File: src/rtl/mips_branch_predictor_if.sv
// Fetch/resolve bundle between the MIPS core and its branch predictor.
// master: core side (drives lookup/update/flush); slave: predictor side.
interface mips_branch_predictor_if #(
    parameter int XLEN     = 32,
    parameter int CNT_BITS = 32
) ();
    logic [XLEN-1:0]     lookup_pc;
    logic                pred_hit;
    logic                pred_taken;
    logic [XLEN-1:0]     pred_target;
    logic                upd_en;
    logic [XLEN-1:0]     upd_pc;
    logic                upd_taken;
    logic [XLEN-1:0]     upd_target;
    logic                upd_mispredict;
    logic                flush;
    logic [CNT_BITS-1:0] br_cnt;
    logic [CNT_BITS-1:0] miss_cnt;

    modport master (
        output lookup_pc, upd_en, upd_pc, upd_taken,
        output upd_target, upd_mispredict, flush,
        input  pred_hit, pred_taken, pred_target,
        input  br_cnt, miss_cnt
    );

    modport slave (
        input  lookup_pc, upd_en, upd_pc, upd_taken,
        input  upd_target, upd_mispredict, flush,
        output pred_hit, pred_taken, pred_target,
        output br_cnt, miss_cnt
    );
endinterface

File: src/rtl/mips_branch_predictor.sv
// BTB + saturating-counter BHT: zero-latency lookup for IF, training from ID.
// Ports: clk, rst_n (async, active low), bp (slave side of the predictor bundle).
module mips_branch_predictor #(
    parameter int XLEN     = 32,
    parameter int ENTRIES  = 16,
    parameter int TAG_BITS = 8,
    parameter int CTR_BITS = 2,
    parameter int MODE     = 1,
    parameter int CNT_BITS = 32
) (
    input  logic                    clk,
    input  logic                    rst_n,
    mips_branch_predictor_if.slave  bp
);
    localparam int IDX = $clog2(ENTRIES);
    localparam logic [CTR_BITS-1:0] CTR_MAX  = {CTR_BITS{1'b1}};
    localparam logic [CTR_BITS-1:0] CTR_WEAK = CTR_BITS'(1) << (CTR_BITS - 1);
    localparam logic [CNT_BITS-1:0] CNT_MAX  = {CNT_BITS{1'b1}};
    localparam bit DYN = (MODE != 0);

    logic [ENTRIES-1:0]  valid_q, valid_d;
    logic [TAG_BITS-1:0] tag_q [ENTRIES];
    logic [TAG_BITS-1:0] tag_d [ENTRIES];
    logic [XLEN-1:0]     tgt_q [ENTRIES];
    logic [XLEN-1:0]     tgt_d [ENTRIES];
    logic [CTR_BITS-1:0] ctr_q [ENTRIES];
    logic [CTR_BITS-1:0] ctr_d [ENTRIES];
    logic [CNT_BITS-1:0] br_cnt_q, br_cnt_d;
    logic [CNT_BITS-1:0] miss_cnt_q, miss_cnt_d;

    logic [IDX-1:0]      lk_idx, up_idx;
    logic [TAG_BITS-1:0] lk_tag, up_tag;
    logic                lk_hit, up_hit;
    logic                unused_bits;

    assign lk_idx = bp.lookup_pc[IDX+1:2];
    assign lk_tag = bp.lookup_pc[IDX+1+TAG_BITS:IDX+2];
    assign up_idx = bp.upd_pc[IDX+1:2];
    assign up_tag = bp.upd_pc[IDX+1+TAG_BITS:IDX+2];

    assign lk_hit = valid_q[lk_idx] && (tag_q[lk_idx] == lk_tag);
    assign up_hit = valid_q[up_idx] && (tag_q[up_idx] == up_tag);

    // Pre-update contents only: a same-cycle update shows up next cycle.
    assign bp.pred_hit    = DYN && lk_hit;
    assign bp.pred_taken  = DYN && lk_hit && ctr_q[lk_idx][CTR_BITS-1];
    assign bp.pred_target = (DYN && lk_hit) ? tgt_q[lk_idx] : '0;
    assign bp.br_cnt      = br_cnt_q;
    assign bp.miss_cnt    = miss_cnt_q;

    // PC alignment/upper bits take no part in indexing.
    assign unused_bits = ^{bp.lookup_pc, bp.upd_pc};

    always_comb begin
        valid_d    = valid_q;
        tag_d      = tag_q;
        tgt_d      = tgt_q;
        ctr_d      = ctr_q;
        br_cnt_d   = br_cnt_q;
        miss_cnt_d = miss_cnt_q;

        if (bp.upd_en) begin
            if (br_cnt_q != CNT_MAX)
                br_cnt_d = br_cnt_q + CNT_BITS'(1);
            if (bp.upd_mispredict && (miss_cnt_q != CNT_MAX))
                miss_cnt_d = miss_cnt_q + CNT_BITS'(1);
        end

        if (DYN) begin
            if (bp.flush) begin
                valid_d = '0;
                for (int i = 0; i < ENTRIES; i++)
                    ctr_d[i] = '0;
            end else if (bp.upd_en) begin
                if (up_hit) begin
                    if (bp.upd_taken) begin
                        tgt_d[up_idx] = bp.upd_target;
                        if (ctr_q[up_idx] != CTR_MAX)
                            ctr_d[up_idx] = ctr_q[up_idx] + CTR_BITS'(1);
                    end else if (ctr_q[up_idx] != '0) begin
                        ctr_d[up_idx] = ctr_q[up_idx] - CTR_BITS'(1);
                    end
                end else if (bp.upd_taken) begin
                    // Allocation evicts whatever aliases on this index.
                    valid_d[up_idx] = 1'b1;
                    tag_d[up_idx]   = up_tag;
                    tgt_d[up_idx]   = bp.upd_target;
                    ctr_d[up_idx]   = CTR_WEAK;
                end
            end
        end
    end

    always_ff @(posedge clk or negedge rst_n) begin
        if (!rst_n) begin
            valid_q    <= '0;
            br_cnt_q   <= '0;
            miss_cnt_q <= '0;
            for (int i = 0; i < ENTRIES; i++) begin
                tag_q[i] <= '0;
                tgt_q[i] <= '0;
                ctr_q[i] <= '0;
            end
        end else begin
            valid_q    <= valid_d;
            tag_q      <= tag_d;
            tgt_q      <= tgt_d;
            ctr_q      <= ctr_d;
            br_cnt_q   <= br_cnt_d;
            miss_cnt_q <= miss_cnt_d;
        end
    end
endmodule

File: src/flat_wrapper.sv
// flat-port wrapper written by rule: the top's interface ports become plain ports
module mips_branch_predictor_flat 
#(
    parameter int XLEN     = 32,
    parameter int ENTRIES  = 16,
    parameter int TAG_BITS = 8,
    parameter int CTR_BITS = 2,
    parameter int MODE     = 1,
    parameter int CNT_BITS = 32
)
  (clk, rst_n, bp_lookup_pc, bp_upd_en, bp_upd_pc, bp_upd_taken, bp_upd_target, bp_upd_mispredict, bp_flush, bp_pred_hit, bp_pred_taken, bp_pred_target, bp_br_cnt, bp_miss_cnt);
  mips_branch_predictor_if #(.XLEN(XLEN), .CNT_BITS(CNT_BITS)) bp_i ();
  input  logic clk;
  input  logic rst_n;
  input wire logic [$bits(bp_i.lookup_pc)-1:0] bp_lookup_pc;
  input wire logic [$bits(bp_i.upd_en)-1:0] bp_upd_en;
  input wire logic [$bits(bp_i.upd_pc)-1:0] bp_upd_pc;
  input wire logic [$bits(bp_i.upd_taken)-1:0] bp_upd_taken;
  input wire logic [$bits(bp_i.upd_target)-1:0] bp_upd_target;
  input wire logic [$bits(bp_i.upd_mispredict)-1:0] bp_upd_mispredict;
  input wire logic [$bits(bp_i.flush)-1:0] bp_flush;
  output wire logic [$bits(bp_i.pred_hit)-1:0] bp_pred_hit;
  output wire logic [$bits(bp_i.pred_taken)-1:0] bp_pred_taken;
  output wire logic [$bits(bp_i.pred_target)-1:0] bp_pred_target;
  output wire logic [$bits(bp_i.br_cnt)-1:0] bp_br_cnt;
  output wire logic [$bits(bp_i.miss_cnt)-1:0] bp_miss_cnt;
  assign bp_i.lookup_pc = bp_lookup_pc;
  assign bp_i.upd_en = bp_upd_en;
  assign bp_i.upd_pc = bp_upd_pc;
  assign bp_i.upd_taken = bp_upd_taken;
  assign bp_i.upd_target = bp_upd_target;
  assign bp_i.upd_mispredict = bp_upd_mispredict;
  assign bp_i.flush = bp_flush;
  assign bp_pred_hit = bp_i.pred_hit;
  assign bp_pred_taken = bp_i.pred_taken;
  assign bp_pred_target = bp_i.pred_target;
  assign bp_br_cnt = bp_i.br_cnt;
  assign bp_miss_cnt = bp_i.miss_cnt;
  mips_branch_predictor #(.XLEN(XLEN), .ENTRIES(ENTRIES), .TAG_BITS(TAG_BITS), .CTR_BITS(CTR_BITS), .MODE(MODE), .CNT_BITS(CNT_BITS)) u_core (.clk(clk), .rst_n(rst_n), .bp(bp_i));
endmodule
File: config.mk
export PLATFORM = sky130hd
export DESIGN_NAME = mips_branch_predictor_flat
export DESIGN_NICKNAME = d
export VERILOG_FILES = /design/src/rtl/mips_branch_predictor_if.sv /design/src/rtl/mips_branch_predictor.sv /design/src/flat_wrapper.sv
export SDC_FILE = /design/constraint.sdc
export NUM_CORES = 1
export LEC_CHECK = 0
export CORE_MARGIN = 2
export CORE_UTILIZATION = 57
export DETAILED_ROUTE_END_ITERATION = 8
export DONT_BUFFER_PORTS = 1
export PLACE_DENSITY = 0.75
export SKIP_LAST_GASP = 1
export SLEW_MARGIN = 20
export SYNTH_ARGS = -nofsm -noshare
export SYNTH_HDL_FRONTEND = slang
export SYNTH_SLANG_ARGS = --single-unit
File: constraint.sdc
create_clock -name clk -period 8.2 [get_ports clk]
set_input_delay 1.23 -clock clk [delete_from_list [all_inputs] [get_ports clk]]
set_output_delay 1.23 -clock clk [all_outputs]
set_load 0.1 [all_outputs]
== Word level (Yosys, flattened, before mapping) ==
Index checks and enable logic that the tools add are counted.

* Bits in registers: 752
* Input bits: 102
* Output and inout port bits: 98

* Add/sub/neg operators: 4
* Magnitude comparators: 6
* Eq/ne operators: 7
* Muxes and demuxes: 43
* Bitwise gates (word level): 8
* Reduce and logical (&&, ||, !) cells: 17

{| class="wikitable"
|+ Operators by type and width
! kind !! number
|-
| bitwise mux 512 bit || 1
|-
| two-way mux 32 bit || 11
|-
| binary-select mux 32 bit (select 4 bit) || 1
|-
| bitwise mux 128 bit || 1
|-
| demux 32 bit (select 4 bit) || 1
|-
| adder 32 x 1 -> 32 bit, second input constant || 2
|-
| binary-select mux 8 bit (select 4 bit) || 2
|-
| bitwise mux 32 bit || 2
|-
| two-way mux 16 bit || 4
|-
| != test 32 bit, second input constant || 2
|-
| two-way mux 8 bit || 5
|-
| demux 8 bit (select 4 bit) || 1
|-
| bitwise OR 16 bit || 2
|-
| bitwise AND 16 bit || 1
|-
| binary-select mux 2 bit (select 4 bit) || 2
|-
| equality test 8 bit || 2
|-
| NOT 16 bit || 1
|-
| >= comparator 5 bit, second input constant || 2
|-
| less-than comparator 4 x 5 -> 1 bit, second input constant || 2
|-
| two-way mux 2 bit || 5
|-
| NOT 4 -> 5 bit || 2
|-
| binary-select mux 1 bit (select 4 bit) || 2
|-
| demux 2 bit (select 4 bit) || 1
|-
| AND reduction 4 bit || 2
|-
| 14 further kinds || 28
|}

== Longest topological paths before layout ==
* Depth after elaboration: 11
* Mapped depth: 14
* Mapped depth without buffers: 9

== Worst setup path before layout ==
OpenSTA, ideal clock, no wires.

* Path type: input -> output
* Start point: input bp_lookup_pc[2]
* End point: output bp_pred_target[10]
* Arrival time: 4.880 ns
* Data required time: 6.970 ns
* Setup slack: 2.090 ns
* Stages on the path: 9
* Path buffers: 3
* Path through: buf_2 buf_2 mux4_2 mux4_2 xor2_1 nor4_1 nand3_1 clkbuf_1 nor2b_1

* Cells in the longest elaborated chain, start to end: 7
* Elaborated cells between the ends (all ways): 12
* Those cells by class: eq/ne: 1; mux: 9; bitwise: 1; reduce/logical: 1

{| class="wikitable"
|+ RTL lines
! item !! line !! source
|-
| from (decl) || flat_wrapper.sv:15 || <nowiki>input wire logic [$bits(bp_i.lookup_pc)-1:0] bp_lookup_pc;</nowiki>
|-
| NOT 4 -> 5 bit (implied by the code) || mips_branch_predictor.sv:41, mips_branch_predictor.sv:47 ||
|-
| binary-select mux 8 bit (select 4 bit) || mips_branch_predictor.sv:41 || <nowiki>assign lk_hit = valid_q[lk_idx] && (tag_q[lk_idx] == lk_tag);</nowiki>
|-
| two-way mux 8 bit (implied by the code) (2 in series) || mips_branch_predictor.sv:41 ||
|-
| equality test 8 bit || mips_branch_predictor.sv:41 ||
|-
| logical AND 1 bit || mips_branch_predictor.sv:41 ||
|-
| two-way mux 32 bit (*) || mips_branch_predictor.sv:47 || <nowiki>assign bp.pred_target = (DYN && lk_hit) ? tgt_q[lk_idx] : '0;</nowiki>
|-
| to (decl) || flat_wrapper.sv:24 || <nowiki>output wire logic [$bits(bp_i.pred_target)-1:0] bp_pred_target;</nowiki>
|}

Every way passes the cells marked *; elsewhere a longest branch is shown, timed or not. The select of a mux whose other input is x is not followed.

== Worst setup path in the final report ==
* Start point: input bp_lookup_pc[2]
* End point: output bp_pred_target[17]

The elaborated chain is that of the path after synthesis.

==> out/metrics.cfg <==
[status]
status = complete, but fails checks
violations = slew limit

[clocking]
cts_hold_buf = 0
cts_root_buf = clkbuf_16
cts.repair.resized = 0
cts_buffers = 80
cts_tree = yes
clk_pin_slew_worst_paths_ps = 60
postCtsSetupBuffers = 0
htreeDepth = 3
worst_skew_pair.late_latency_ps = 630
clockBufferDepth = 3
cts.sinks = 752

[detailed_routing]
wl_per_cell_um = 26.3
vias_per_cell = 6.44
drt-initial-drc-count = 1496
vias = 20700
drtPass1Iterations = 8
ant_nets = 0
drc_errors = 0
wl_um = 84300

[logic_synthesis]
synth-edff-count = 0
avgSynthCellArea_um2 = 15.1
synth_area_um2 = 35900
synth_warnings = 0
synth.distinct_cells = 59
yosys_register_bits = 752
synthFlopType = dfrtp_1
ys_async_sr_fraction = 1.00
synth_nets = 2481
ys_seq_area_frac = 0.524
synthCells = 2375

[sta]
fin_setup_tns_ps = 0
tightest_slew_ps = 2860
post-route-min-period_ps = 6330
setup_violations = 0
slew_headroom = -0.905
skew_ps = 15.5
rsz0062_at_grt = false
period_share = 0.772
fin_hold_ws_ps = 316
max_freq_mhz = 158
slew_viol_final = 425
hold_viol = 0

[global_routing]
grt_pass1_vias = 22000
grt_pass1_wl_um = 131000
grtUsageTotal = 0.266
grt_max_degree = 753
grt_use_met2 = 0.437
overflow = 0
top_usage_layer = met2
grt_util_met1 = 0.366
antenna_found_initial = 0
use_met3 = 0.0440

[worst_hold_path]
holdCritPathClass = input port to asynchronous set/reset pin

[setup_path]
endpoint = bp_pred_target[17]
r2r_end = u_core.tag_q[105]
endpoint_kind = output pin
crit_required_ps = 6970
critPathLaunchType = input port
crit_fanout = 168
arrival_ps = 5100
r2r_slack_ps = 4110
ff2ff_path_depth = 8
rr_startpoint = u_core.tag_q[8]
crit_type = input port to output pin
setup.worst_path.start = bp_lookup_pc[2]

[power_and_ir_drop]
ir_drop_mv = 0.158
p_leak_nw = 17.6
p_per_area_nw_per_um2 = 233

[die]
die_width_um = 255
fp.dieH_um = 255
start_util = 0.573
io_pins = 200
die-area_um2 = 65100
core_um2 = 62700
fp-row-count = 92

[finish]
mostFrequentLayoutCell = dfrtp_1
syn_to_final_growth_pct = 9.05
layout_common_cells = dfrtp_1, mux2_2, mux4_2, clkbuf_16, nand2_1
post-route-util = 0.625
final_nets = 2407
drive_gt1_frac = 0.474

[placement]
gp_routability_congestion = 0.867
port_buffers = 0
dpl.hpwl_um = 46700

[job]
maxCapViolCount = 0

[cell usage after synthesis (16+ instances only)]
| library cell | instances | area share |
|---|---|---|
| dfrtp_1 | 752 | 0.52 |
| mux2_2 | 637 | 0.20 |
| mux4_2 | 248 | 0.16 |
| clkbuf_1 | 102 | 0.011 |
| nand2_1 | 82 | 0.0086 |
| inv_1 | 59 | 0.0062 |
| buf_1 | 54 | 0.0056 |
| xnor2_1 | 51 | 0.012 |
| nor2_1 | 42 | 0.0044 |
| nor2b_1 | 39 | 0.0068 |
| xor2_1 | 27 | 0.0066 |
| o2bb2ai_1 | 25 | 0.0061 |
| and2_1 | 22 | 0.0038 |
| nand3_1 | 21 | 0.0029 |
| nand4_1 | 20 | 0.0035 |
| buf_2 | 19 | 0.0026 |
| o21ai_0 | 18 | 0.0025 |
| mux2i_1 | 16 | 0.0045 |
[registers in the layout, summed over array words and instances (netlist names)]
signal	count
u_core.valid_q	16
u_core.tgt_q	512
u_core.ctr_q	32
u_core.bp.miss_cnt	32
u_core.tag_q	128
u_core.bp.br_cnt	32
[stage by stage]
step | setup WS [ps] | cells | total power [mW] | area (um^2)
2_1_floorplan | 2090 | 2375 | 5.49 | 35900
3_3_place_gp | 1910 | 3065 | 5.55 | 36600
3_5_place_dp | 1860 | 3065 | 5.64 | 36600
4_1_cts | 1850 | 3205 | 9.21 | 39200
5_1_grt | 1720 | 3205 | 9.49 | 39200
6_report | 1870 | 3206 | 9.15 | 39200
[critical path: stages]
cell	delay, ps
mux4_2	530
mux4_2	490
xor2_1	190
nor4_1	590
nand3_4	760
nor2b_2	1150
[final cells by class]
cell class,count,area [um^2]
Fill cell,4510,23500
Sequential cell,752,18800
Multi-Input combinational cell,1380,16300
Clock buffer,116,2380
Tap cell,846,1060
Inverter,60,225
Clock inverter,24,218
Timing Repair Buffer,27,203
Antenna cell,1,2.50
[worst min-delay path by stage]
| stage | from | to | slack, ps |
|---|---|---|---|
| after global placement | u_core.tgt_q[425] | u_core.tgt_q[425] | 480 |
| after detailed placement | u_core.tgt_q[431] | u_core.tgt_q[431] | 490 |
| final | rst_n | u_core.bp.miss_cnt[8] | 320 |
| after global routing | rst_n | u_core.bp.miss_cnt[17] | 300 |
| after floorplan | u_core.tgt_q[416] | u_core.tgt_q[416] | 470 |
| after CTS | rst_n | u_core.bp.miss_cnt[17] | 310 |
[logic make-up (layout without fill, tap and decap cells)]
group | after synthesis | in the layout | share of synthesized area
adders and majority gates | 4 | 4 | 0.00139
muxes | 909 | 909 | 0.362
buffers and inverters | 243 | 227 | 0.0275
xor gates and xnor gates | 78 | 78 | 0.0190
and+or+nand+nor | 295 | 295 | 0.0450
other | 0 | 1 | 0
DFF | 752 | 752 | 0.524
AOI/OAI and AO/OA | 94 | 94 | 0.0215
[report_power, final]
| part | switching (mW) | internal, mW |
|---|---|---|
| logic | 0.268 | 0.669 |
| registers | 0.485 | 4.16 |
| clock network | 1.47 | 2.10 |
[metal layers]
metal / part of all wire / vias up
met4: 0.027 / 0
met2: 0.49 / 574
met1: 0.42 / 11300
met3: 0.055 / 155
li1: - / 8670
met5: 0 / -
(Power assumes the default switching activity.)
